[src/rtl/rf_wb_arb_if.sv]
// Writeback bus for rf_wb_arb: ALU/LSU request channels, issue/scoreboard
// ports and the registered register-file write port.
interface rf_wb_arb_if;
   logic        alu_valid;
   logic [4:0]  alu_rd;
   logic [31:0] alu_data;
   logic        alu_ready;
   logic        lsu_valid;
   logic [4:0]  lsu_rd;
   logic [31:0] lsu_data;
   logic        lsu_ready;
   logic        issue_valid;
   logic [4:0]  issue_rd;
   logic [4:0]  rs1;
   logic [4:0]  rs2;
   logic        hazard1;
   logic        hazard2;
   logic        write_e;
   logic [4:0]  rd;
   logic [31:0] write_d;

   modport master (
      output alu_valid, alu_rd, alu_data, lsu_valid, lsu_rd, lsu_data,
             issue_valid, issue_rd, rs1, rs2,
      input  alu_ready, lsu_ready, hazard1, hazard2, write_e, rd, write_d
   );

   modport slave (
      input  alu_valid, alu_rd, alu_data, lsu_valid, lsu_rd, lsu_data,
             issue_valid, issue_rd, rs1, rs2,
      output alu_ready, lsu_ready, hazard1, hazard2, write_e, rd, write_d
   );
endinterface

[src/rtl/rf_wb_arb.sv]
// Register-file writeback arbiter (ALU vs LSU) with a pending-write scoreboard.
// Define RR_ARB_EN for round-robin arbitration; otherwise LSU has fixed priority.
module rf_wb_arb (
   input logic        clk,
   input logic        rst,
   rf_wb_arb_if.slave bus
);
   // Handshake: a transfer happens when valid && ready; the requester holds
   // valid/rd/data until then. ready is a pure function of valid, rst and the
   // arbitration state, never of ready itself.
   logic        alu_gnt;
   logic        lsu_gnt;
   logic        accept;
   logic [4:0]  sel_rd;
   logic [31:0] sel_data;
   logic [31:0] busy_q;
   logic [31:0] busy_d;
   logic        write_e_q;
   logic [4:0]  rd_q;
   logic [31:0] write_d_q;

`ifdef RR_ARB_EN
   typedef enum logic {LAST_ALU = 1'b0, LAST_LSU = 1'b1} last_e;
   last_e last_q;
   last_e last_d;

   always_ff @(posedge clk) begin
      if (rst) last_q <= LAST_LSU;
      else     last_q <= last_d;
   end

   always_comb begin
      alu_gnt = 1'b0;
      lsu_gnt = 1'b0;
      last_d  = last_q;
      if (!rst) begin
         if (bus.alu_valid && bus.lsu_valid) begin
            alu_gnt = (last_q == LAST_LSU);
            lsu_gnt = (last_q == LAST_ALU);
         end else begin
            alu_gnt = bus.alu_valid;
            lsu_gnt = bus.lsu_valid;
         end
         if (alu_gnt)      last_d = LAST_ALU;
         else if (lsu_gnt) last_d = LAST_LSU;
      end
   end
`else
   always_comb begin
      lsu_gnt = !rst && bus.lsu_valid;
      alu_gnt = !rst && bus.alu_valid && !bus.lsu_valid;
   end
`endif

   always_comb begin
      accept   = alu_gnt || lsu_gnt;
      sel_rd   = lsu_gnt ? bus.lsu_rd : bus.alu_rd;
      sel_data = lsu_gnt ? bus.lsu_data : bus.alu_data;
      busy_d   = busy_q;
      if (accept && sel_rd != 5'd0) busy_d[sel_rd] = 1'b0;
      // Set after clear so a same-cycle issue to the same index keeps it busy.
      if (bus.issue_valid && bus.issue_rd != 5'd0) busy_d[bus.issue_rd] = 1'b1;
      busy_d[0] = 1'b0;
   end

   always_ff @(posedge clk) begin
      if (rst) begin
         write_e_q <= 1'b0;
         rd_q      <= 5'd0;
         write_d_q <= 32'd0;
         busy_q    <= 32'd0;
      end else begin
         write_e_q <= accept && (sel_rd != 5'd0);
         // x0 accepts consume the grant but leave the write port untouched.
         if (accept && sel_rd != 5'd0) begin
            rd_q      <= sel_rd;
            write_d_q <= sel_data;
         end
         busy_q <= busy_d;
      end
   end

   assign bus.alu_ready = alu_gnt;
   assign bus.lsu_ready = lsu_gnt;
   assign bus.hazard1   = busy_q[bus.rs1];
   assign bus.hazard2   = busy_q[bus.rs2];
   assign bus.write_e   = write_e_q;
   assign bus.rd        = rd_q;
   assign bus.write_d   = write_d_q;
endmodule
[src/flat_wrapper.sv]
// flat-port wrapper written by rule: the top's interface ports become plain ports
module rf_wb_arb_flat 
  (clk, rst, bus_alu_valid, bus_alu_rd, bus_alu_data, bus_lsu_valid, bus_lsu_rd, bus_lsu_data, bus_issue_valid, bus_issue_rd, bus_rs1, bus_rs2, bus_alu_ready, bus_lsu_ready, bus_hazard1, bus_hazard2, bus_write_e, bus_rd, bus_write_d);
  rf_wb_arb_if bus_i ();
  input logic clk;
  input logic rst;
  input wire logic [$bits(bus_i.alu_valid)-1:0] bus_alu_valid;
  input wire logic [$bits(bus_i.alu_rd)-1:0] bus_alu_rd;
  input wire logic [$bits(bus_i.alu_data)-1:0] bus_alu_data;
  input wire logic [$bits(bus_i.lsu_valid)-1:0] bus_lsu_valid;
  input wire logic [$bits(bus_i.lsu_rd)-1:0] bus_lsu_rd;
  input wire logic [$bits(bus_i.lsu_data)-1:0] bus_lsu_data;
  input wire logic [$bits(bus_i.issue_valid)-1:0] bus_issue_valid;
  input wire logic [$bits(bus_i.issue_rd)-1:0] bus_issue_rd;
  input wire logic [$bits(bus_i.rs1)-1:0] bus_rs1;
  input wire logic [$bits(bus_i.rs2)-1:0] bus_rs2;
  output wire logic [$bits(bus_i.alu_ready)-1:0] bus_alu_ready;
  output wire logic [$bits(bus_i.lsu_ready)-1:0] bus_lsu_ready;
  output wire logic [$bits(bus_i.hazard1)-1:0] bus_hazard1;
  output wire logic [$bits(bus_i.hazard2)-1:0] bus_hazard2;
  output wire logic [$bits(bus_i.write_e)-1:0] bus_write_e;
  output wire logic [$bits(bus_i.rd)-1:0] bus_rd;
  output wire logic [$bits(bus_i.write_d)-1:0] bus_write_d;
  assign bus_i.alu_valid = bus_alu_valid;
  assign bus_i.alu_rd = bus_alu_rd;
  assign bus_i.alu_data = bus_alu_data;
  assign bus_i.lsu_valid = bus_lsu_valid;
  assign bus_i.lsu_rd = bus_lsu_rd;
  assign bus_i.lsu_data = bus_lsu_data;
  assign bus_i.issue_valid = bus_issue_valid;
  assign bus_i.issue_rd = bus_issue_rd;
  assign bus_i.rs1 = bus_rs1;
  assign bus_i.rs2 = bus_rs2;
  assign bus_alu_ready = bus_i.alu_ready;
  assign bus_lsu_ready = bus_i.lsu_ready;
  assign bus_hazard1 = bus_i.hazard1;
  assign bus_hazard2 = bus_i.hazard2;
  assign bus_write_e = bus_i.write_e;
  assign bus_rd = bus_i.rd;
  assign bus_write_d = bus_i.write_d;
  rf_wb_arb u_core (.clk(clk), .rst(rst), .bus(bus_i));
endmodule
[config.mk]
export PLATFORM = sky130hd
export DESIGN_NAME = rf_wb_arb_flat
export DESIGN_NICKNAME = d
export VERILOG_FILES = /design/src/rtl/rf_wb_arb_if.sv /design/src/rtl/rf_wb_arb.sv /design/src/flat_wrapper.sv
export SDC_FILE = /design/constraint.sdc
export NUM_CORES = 1
export LEC_CHECK = 0
export CAP_MARGIN = 20
export CORE_MARGIN = 4
export CORE_UTILIZATION = 30
export CTS_BUF_LIST = sky130_fd_sc_hd__clkbuf_8
export DETAILED_ROUTE_END_ITERATION = 7
export GPL_ROUTABILITY_DRIVEN = 1
export PLACE_DENSITY = 0.66
export SYNTH_ARGS = -nofsm -noshare
export SYNTH_HDL_FRONTEND = slang
export SYNTH_SLANG_ARGS = --single-unit
[constraint.sdc]
create_clock -name clk -period 4.9 [get_ports clk]
set_clock_uncertainty 0.05 [all_clocks]
set_input_delay 1.225 -clock clk [delete_from_list [all_inputs] [get_ports clk]]
set_output_delay 1.225 -clock clk [all_outputs]
set_load 0.01 [all_outputs]
==> summary.md <==
| Metric | Value |
|---|---|
| Maxcap violations | 0 |
| Flops & latches, synth | 69 |
| Initial Util | 0.307 |
| Layout cell share with drive strength beyond 1 | 0.132 |
| Area grow syn2layout | 40.8% |
| Clock-pin slew on the worst setup and hold paths | 0.08 ns |
| Arr. time, crit path | 3.45 ns |
| Worst Tran Pin Value | 1.04 ns |
| Die Ht | 127 um |
| Syn Inst Count | 477 |
| CP startpoint | bus_rs2[1] |
| Seq/Total Area, Yosys | 0.324 |
| Remaining DRCs | 0 |
| Via density | 5.68 |
| RSZ-0062 raised after global routing | no |
| Final setup viols | 0 |
| Tcrit/Tclk final | 0.965 |
| Initial DRC Count | 244 |
| Largest net degree at the start of global routing | 52 |
| H-tree levels | 3 |
| Post-Syn Area | 0.00426 mm2 |
| Yosys warning total | 0 |
| Initial antenna violation count | 0 |
| CP Launch Type | input pin |
| Post-synth EDFFs | 0 |
| CP Capture Type | primary output |
| Post-synth top flop | dfxtp_1 |
| Cell variety after synth | 43 |
| Worst r2r path cells | 2 |
| Dominant cells by area after synthesis | dfxtp_1 32%, o41ai_1 8.0%, mux4_2 7.4%, a311oi_2 7.0%, nand2_1 6.1% |
| RD Place Congestion | 0.951 |
| Vias | 4,387 |
| P_leak | 1.98 nW |
| Worst path required time | 3.62 ns |
| Cell row count | 43 |
| GRT Overall Usage | 0.181 |
| Post-Layout Cell Count | 772 |
| Post-CTS Setup Inserts | 0 |
| Global-route wire length before repair | 23,800 um |
| Post-route ant nets | 0 |
| Max clock buf depth | 2 |
| Num CTS Buffers | 9 |
| Setup crit end | bus_hazard2 |
| Crit path largest cell delay | 0.53 ns |
| Overall routed net length | 14,600 um |
| Worst r2r src | u_core.bus.write_d[27] |
| Die W | 127 um |
| Skew-Pair Late Insertion Delay | 0.34 ns |
| Total congestion overflow | 0 |
| Critical path type | input pin to primary output |
| Routed len/inst | 18.9 um |
| Hold Vio Cnt, Final | 0 |
| Root Driver | clkbuf_8 |
| Full die area | 0.0162 mm2 |
| Slowest-stage cell, CP | or4_1 |
| VDD IR max | 0.136 mV |
| Largest fanout on the critical path | 9 |
| Ant. Diodes | 0 |
| CTS sink count | 69 |
| Post-detail-place hpwl | 10,400 um |
| DP Area | 0.00577 mm2 |
| Synth top cells by count | 69 x dfxtp_1, 69 x nand2_1, 42 x clkbuf_1 |
| Port Buffers | 135 |
| Placed Cells | 756 |
| Cts hold-fix bufs | 0 |
| Power Dens Cells | 256 mW/mm2 |
| Async SR Flop Fraction | 0 |
| Fmax | 0.212 GHz |
| Synth top area share | 0.324 |
| CORE AREA | 0.0139 mm2 |
| R2r endpoint | u_core.bus.write_d[27] |
| Hold Path Class | flop to flop |
| Switching part of the total | 0.287 |
| Top Ports | 136 |
| Nets@finish | 681 |
| Post-synthesis net count | 571 |
| P_sw | 441 uW |
| Syn Area/Cell | 8.94 um2 |
| Leading area contributor after synthesis | dfxtp_1 |
| Gates resized, CTS repair | 2 |
| First-pass detailed-route iteration total | 5 |
| Logic pwr share | 0.248 |
| Number of global-route vias before repair | 4,510 |
| Share of power burned in the clock network | 0.354 |
| CP Cell Sequence | clkdlybuf4s50_1 > buf_4 > mux2_2 > a221oi_1 > a2111oi_0 > or4_1 > dlygate4sd2_1 |
| Slew Viols, Final | 0 |
| R2r setup slk | 3.82 ns |
| CTS tree | yes |
| Fin crit period | 4.73 ns |
| P_int | 1.10 mW |
| Final instance area | 0.00600 mm2 |
| Register share of total power | 0.398 |
| Status | finished clean |
| Max-slew headroom | 0.287 |
registers in the layout (all words and copies together), names as in the netlist:
| signal | cells |
|---|---|
| u_core.bus.write_d | 32 |
| u_core.bus.rd | 5 |
| u_core.bus.write_e | 1 |
| u_core.busy_q | 31 |
cells in the final DEF (no fill, tap or decap), types with 5 or more instances in the layout:
cell             netlist  final
nor2b_1                6      6
nand2_1               69     69
mux4_2                14     14
a21oi_1                9      9
clkbuf_8               0     11
nor4_1                26     26
nand3_1                6      6
o32ai_1               24     24
inv_1                 30     30
a311oi_2              20     20
dfxtp_1               69     69
o41ai_1               39     39
nand2b_1              36     36
a311oi_1              12     12
nand4_1                7      7
nor2_1                 9      9
nor4bb_1               5      5
clkdlybuf4s50_1        0    132
nand3b_1               5      5
buf_4                  0     13
cells by family after synthesis:
kind of cell,count (synthesis),synth area share
flops,69,0.324
mux,22,0.0948
simple gates,185,0.237
buf+inv,81,0.0778
compound gates,120,0.267
critical path, delay by kind of cell:
kind	cells	cell delay, ns
buffers and inverters	3	0.94
AND/OR/NAND/NOR	1	0.53
AO/OA/AOI/OAI	2	0.39
multiplexers	1	0.36
routing by layer:
layer / vias up / track usage / part of all wire
li1: 2075 / - / -
met1: 2093 / 0.234 / 0.43
met2: 185 / 0.289 / 0.47
met3: 34 / 0.0443 / 0.071
met4: 0 / 0.0738 / 0.026
met5: - / 0 / 0
power by group through the flow:
| stage | Combinational (mW) | Clock (mW) | Sequential [mW] |
|---|---|---|---|
| floorplan | 0.184 | 0 | 0.632 |
| global placement | 0.376 | 0 | 0.625 |
| detailed placement | 0.382 | 0 | 0.626 |
| CTS | 0.383 | 0.560 | 0.614 |
| global route | 0.413 | 0.593 | 0.618 |
| finish | 0.381 | 0.545 | 0.613 |
metrics by stage:
| stage | TNS, ns | power [mW] | setup WS, ns | utilization | hold WS [ns] |
|---|---|---|---|---|---|
| floorplan | 0 | 0.816 | 0.788 | - | 0.399 |
| global placement | 0 | 1.00 | 0.0917 | 0.416 | 0.419 |
| detailed placement | -0.0140 | 1.01 | -0.0119 | 0.416 | 0.420 |
| CTS | 0 | 1.56 | 0.182 | 0.432 | 0.439 |
| global route | 0 | 1.62 | 0.0713 | 0.432 | 0.455 |
| finish | 0 | 1.54 | 0.173 | 0.432 | 0.433 |
cell type report:
| cell class | count | area (um2) |
|---|---|---|
| tap | 180 | 225 |
| inverter | 31 | 116 |
| fill | 1362 | 7880 |
| clock inverter | 5 | 81.3 |
| clock buffer | 11 | 151 |
| sequential | 69 | 1380 |
| multi-input combinational | 327 | 2580 |
| timing repair buffer | 149 | 1460 |
worst min path at each step:
stage | startpoint | endpoint | slack, ns | cells after the start
final | u_core.bus.rd[0] | u_core.bus.rd[0] | 0.43 | 2
after global routing | u_core.bus.rd[1] | u_core.bus.rd[1] | 0.45 | 2
after CTS | u_core.bus.rd[0] | u_core.bus.rd[0] | 0.44 | 2
after detailed placement | u_core.bus.rd[1] | u_core.bus.rd[1] | 0.42 | 2
after global placement | u_core.bus.rd[0] | u_core.bus.rd[0] | 0.42 | 2
after floorplan | u_core.busy_q[12] | u_core.busy_q[12] | 0.40 | 2
(Power assumes the default switching activity.)
